--- config.mk ---
export PLATFORM = sky130hd
export DESIGN_NAME = shift_seq
export DESIGN_NICKNAME = d
export VERILOG_FILES = /design/src/rtl/shift_seq.sv
export SDC_FILE = /design/constraint.sdc
export NUM_CORES = 1
export LEC_CHECK = 0
export ABC_AREA = 1
export CAP_MARGIN = 40
export CORE_AREA = 5 5 62 64
export DETAILED_ROUTE_END_ITERATION = 8
export DIE_AREA = 0 0 67 69
export DONT_BUFFER_PORTS = 1
export HOLD_SLACK_MARGIN = 0.08
export PLACE_DENSITY_LB_ADDON = 0.12
export SYNTH_ARGS = -nofsm -noshare
export SYNTH_HDL_FRONTEND = slang
export SYNTH_SLANG_ARGS = --single-unit
--- constraint.sdc ---
create_clock -name clk -period 1.75 [get_ports clk]
set_clock_uncertainty 0.1 [all_clocks]
set_input_delay 0.0875 -clock clk [delete_from_list [all_inputs] [get_ports clk]]
set_output_delay 0.0875 -clock clk [all_outputs]
set_load 0.01 [all_outputs]
--- src/rtl/shift_seq.sv ---
// rtl/shift_seq.sv - sequential command front-end for an 8-bit barrel shifter
module shift_seq #(
    parameter int AMT_W = 5
) (
    input  logic             clk,
    input  logic             rst_n,
    input  logic             in_valid,
    output logic             in_ready,
    input  logic [7:0]       in_data,
    input  logic [AMT_W-1:0] in_amt,
    input  logic             in_dir,
    input  logic             in_rot,
    output logic             out_valid,
    input  logic             out_ready,
    output logic [7:0]       out_data,
    output logic [7:0]       sh_a,
    output logic [2:0]       sh_sel,
    output logic             sh_dir,
    input  logic [7:0]       sh_out,
    output logic             busy
);

    typedef enum logic [1:0] {
        IDLE  = 2'd0,
        SHIFT = 2'd1,
        ROT2  = 2'd2,
        DONE  = 2'd3
    } state_t;

    state_t     state_q, state_d;
    logic [7:0] acc_q, acc_d;
    logic [7:0] orig_q, orig_d;
    // Remaining logical distance; never exceeds 8 because larger amounts saturate.
    logic [3:0] rem_q, rem_d;
    // Rotate amount, kept separately so the wrap-around pass knows 8-k.
    logic [2:0] k_q, k_d;
    logic       dir_q, dir_d;
    logic       rot_q, rot_d;

    logic       accept;
    logic       amt_big;
    logic [3:0] amt_eff;
    logic [2:0] step;
    logic [3:0] rem_after;

    assign in_ready = (state_q == IDLE) & rst_n;
    assign busy     = (state_q != IDLE);
    assign accept   = in_valid & in_ready;

    // Any bit at or above weight 8 means the logical shift saturates to a full clear.
    generate
        if (AMT_W > 3) begin : g_big
            assign amt_big = |in_amt[AMT_W-1:3];
        end else begin : g_small
            assign amt_big = 1'b0;
        end
    endgenerate

    // Effective amount: rotates wrap modulo 8, logical shifts clamp at 8.
    always_comb begin
        amt_eff = {1'b0, in_amt[2:0]};
        if (!in_rot && amt_big) begin
            amt_eff = 4'd8;
        end
    end

    // One shifter pass covers at most 7 positions, so 8 splits into 7 then 1.
    assign step      = (rem_q > 4'd7) ? 3'd7 : rem_q[2:0];
    assign rem_after = rem_q - {1'b0, step};

    // State and datapath registers.
    always_ff @(posedge clk or negedge rst_n) begin
        if (!rst_n) begin
            state_q <= IDLE;
            acc_q   <= 8'h00;
            orig_q  <= 8'h00;
            rem_q   <= 4'd0;
            k_q     <= 3'd0;
            dir_q   <= 1'b0;
            rot_q   <= 1'b0;
        end else begin
            state_q <= state_d;
            acc_q   <= acc_d;
            orig_q  <= orig_d;
            rem_q   <= rem_d;
            k_q     <= k_d;
            dir_q   <= dir_d;
            rot_q   <= rot_d;
        end
    end

    // Next-state logic, shifter drive and result port.
    always_comb begin
        state_d   = state_q;
        acc_d     = acc_q;
        orig_d    = orig_q;
        rem_d     = rem_q;
        k_d       = k_q;
        dir_d     = dir_q;
        rot_d     = rot_q;
        sh_a      = acc_q;
        sh_sel    = 3'd0;
        sh_dir    = 1'b0;
        out_valid = 1'b0;
        out_data  = 8'h00;

        unique case (state_q)
            IDLE: begin
                if (accept) begin
                    orig_d  = in_data;
                    acc_d   = in_data;
                    dir_d   = in_dir;
                    rot_d   = in_rot;
                    rem_d   = amt_eff;
                    k_d     = in_amt[2:0];
                    state_d = (amt_eff == 4'd0) ? DONE : SHIFT;
                end
            end
            SHIFT: begin
                sh_a   = acc_q;
                sh_sel = step;
                sh_dir = dir_q;
                acc_d  = sh_out;
                rem_d  = rem_after;
                if (rem_after == 4'd0) begin
                    state_d = rot_q ? ROT2 : DONE;
                end
            end
            ROT2: begin
                // Bits that fell off the first pass re-enter from the other end.
                sh_a    = orig_q;
                sh_sel  = 3'(4'd8 - {1'b0, k_q});
                sh_dir  = ~dir_q;
                acc_d   = acc_q | sh_out;
                state_d = DONE;
            end
            DONE: begin
                out_valid = 1'b1;
                out_data  = acc_q;
                if (out_ready) begin
                    state_d = IDLE;
                end
            end
            default: begin
                state_d = IDLE;
            end
        endcase
    end

endmodule

==> summary.txt <==
Run status
  – Status: complete, no violations

Routing
  – WL/cell: 13.2 um
  – Remaining DRCs: 0
  – Vias/cell: 4.82
  – Drt pass-1 iters: 4
  – Vias: 1,601
  – Detailed Route WL: 4380 um
  – DRT iter0 DRCs: 128
  – Post-DRT Antenna Nets: 0

Global routing
  – GRT overflow: 0
  – GRT Resource Usage Total: 20.6%
  – Largest net degree at the start of global routing: 28
  – Initial antenna violation count: 0
  – Vias in the first global route: 1,556
  – Global-route wire length before repair: 7420 um

Logic synthesis
  – Syn avg cell area: 6.95 sq um
  – Syn Std Cell Area: 1710 sq um
  – Seq/Total Area, Yosys: 39.5%
  – Yosys cell types: 24
  – #FFs+latches synth: 27
  – Top cells by area in the synthesized netlist: dfrtp_1, nand2_1, inv_1
  – Synth warn: 0
  – Synth area leader: dfrtp_1
  – Syn Nets: 281
  – Yosys top cell area share: 39.5%
  – Post-synthesis instance total: 246

Layout
  – Number of diodes: 0
  – Final core occ: 69.9%
  – Fin cells: 332
  – Proportion of layout cells with a drive suffix above 1: 15.4%
  – Most frequent cells in the layout: nand2_1, inv_1, dfrtp_1, dlygate4sd3_1, o21ai_0
  – NumNets Final: 322
  – Commonest non-fill, non-tap cell in the layout: nand2_1
  – Area added between synthesis and finish: 32.0%

Pwr
  – Pwr Density: 1630 nW/um^2
  – Leakage power: 1.24 nW
  – Design Power: 3.68 mW
  – Max IR drop VDD: 0.978 mV

CTS
  – Clk Tree Root Cell: clkbuf_4
  – Max H-tree Level: 1
  – CTS tree: yes
  – Num CTS Buffers: 3
  – Worst-Skew Late Latency: 0.34 ns
  – Clock buffer depth: 2
  – Clk sinks: 27
  – Clock-pin transition on the worst setup and hold timing paths: 0.16 ns

STA
  – Post-layout min period: 1.67 ns
  – Setup_tns: 0 ns
  – Hold Slack: 0.173 ns
  – Fmax: 597 MHz
  – Relative slew margins: 72.0%
  – Crit share post-route: 95.7%
  – Final Hold Vio Count: 0
  – Final slew viol count: 0
  – Final setup fails: 0
  – Worst slew pin tran: 0.419 ns
  – RSZ-0062 raised after global routing: true

Floorplanning
  – Die Wd: 67 um
  – Total I/O pin count: 50
  – Die ar.: 4620 sq um
  – Core area: 3230 sq um
  – Die Y: 69 um
  – Row count: 21
  – Initial Util: 52.9%

Critical path
  – Worst path slowest cell: dfrtp_1
  – WP data arrival: 1.49 ns
  – Req. time, crit path: 1.56 ns
  – Crit path cell chain: inv_2 > ha_2 > buf_4 > nand2_1 > inv_1
  – R2R setup slack: 0.16 ns
  – Reg-to-Reg End: acc_q[6]
  – Critical path launch point type: register
  – WS Path Type: register to primary output
  – CP delay by family, top: flip-flops
  – FF-to-FF path depth: 8
  – Critical path peak fanout: 5
  – Startpoint of the worst register-to-register path: state_q[1]
  – Critical path buffers and inverters: 3
  – Worst setup EP type: primary output
  – Critical path's largest stage delay: 0.41 ns

Hold path
  – Min-delay worst type: input port to async pin

Job
  – Maximum Capacitance Violations: 0

Place
  – Detail Placement HPWL: 2970 um
  – Port bufs: 0
  – Routability cong.: 0.860
  – Post-Place Cells: 296
## worst max path at each step
stage,from,endpoint,slack (ns),depth (start not counted)
floorplan,state_q[0],acc_q[0],0.21,6
global placement,state_q[1],rem_q[3],0.09,7
detailed placement,state_q[1],rem_q[3],0.10,7
CTS,state_q[1],sh_sel[1],0.02,6
global route,state_q[0],sh_sel[1],-0.008,8
finish,state_q[1],sh_sel[0],0.08,5
## layer usage
layer	routed length [um]	part of all wire (%)	global-route usage (%)
met5	0	0	0
met4	130	3.0	9.01
met3	262	6.0	3.73
met2	2010	46	31.4
met1	1980	45	28.2
## synthesized netlist by cell type (all sizes together)
| cell type | count |
|---|---|
| a21oi | 5 |
| buf | 4 |
| clkbuf | 4 |
| dfrtp | 27 |
| ha | 8 |
| inv | 46 |
| mux2 | 2 |
| nand2 | 99 |
| nand3 | 7 |
| nand3b | 1 |
| nor2 | 10 |
| o211ai | 1 |
| o21ai | 22 |
| o22ai | 8 |
| o31ai | 1 |
| xnor2 | 1 |
## metrics by stage
stage | worst slack (ns) | instance area, sq um
2_1_floorplan | 0.213 | 1710
3_3_place_gp | 0.0897 | 1820
3_5_place_dp | 0.100 | 1820
4_1_cts | 0.0182 | 2190
5_1_grt | -0.00799 | 2260
6_report | 0.0761 | 2260
## layout make-up
type                    instances  area (sq um)
repair buffers                 44           438
multi-input cells             165           885
well taps                      46          57.6
clock inverters                 1          5.00
inverters                      46           175
fillers                       269           973
clock buffers                   3          22.5
flip-flops and latches         27           676
## power breakdown
| group | total, mW | switching, mW | internal [mW] |
|---|---|---|---|
| Sequential | 1.14 | 0.209 | 0.927 |
| Combinational | 2.26 | 1.36 | 0.902 |
| Clock | 0.289 | 0.203 | 0.0862 |
| Total | 3.68 | 1.77 | 1.92 |
## state kept, by name (all words and copies together), names as in the netlist
name,flops
rem_q,4
dir_q,1
rot_q,1
acc_q,8
orig_q,8
state_q,2
k_q,3
## cell families after synthesis
group	synth area share, %
AO/OA/AOI/OAI	13.5
XOR/XNOR	0.512
adder cells (fa/ha/maj)	5.85
buffers and inverters	12.2
flip-flops	39.5
multiplexers	1.32
AND/OR/NAND/NOR	27.1
## worst min-delay path: stages
cell	delay, ns
dlygate4sd3_1	0.58
buf_12	0.14
buf_12	0.19
## timing repair
item,CTS,global route
endpoints found under the hold margin,54,0
pin swaps,0,3
setup buffers,0,3
hold buffers,29,0
gates resized for setup,6,19
setup endpoints to repair,12,33
Power figures use the tool's default switching activity.
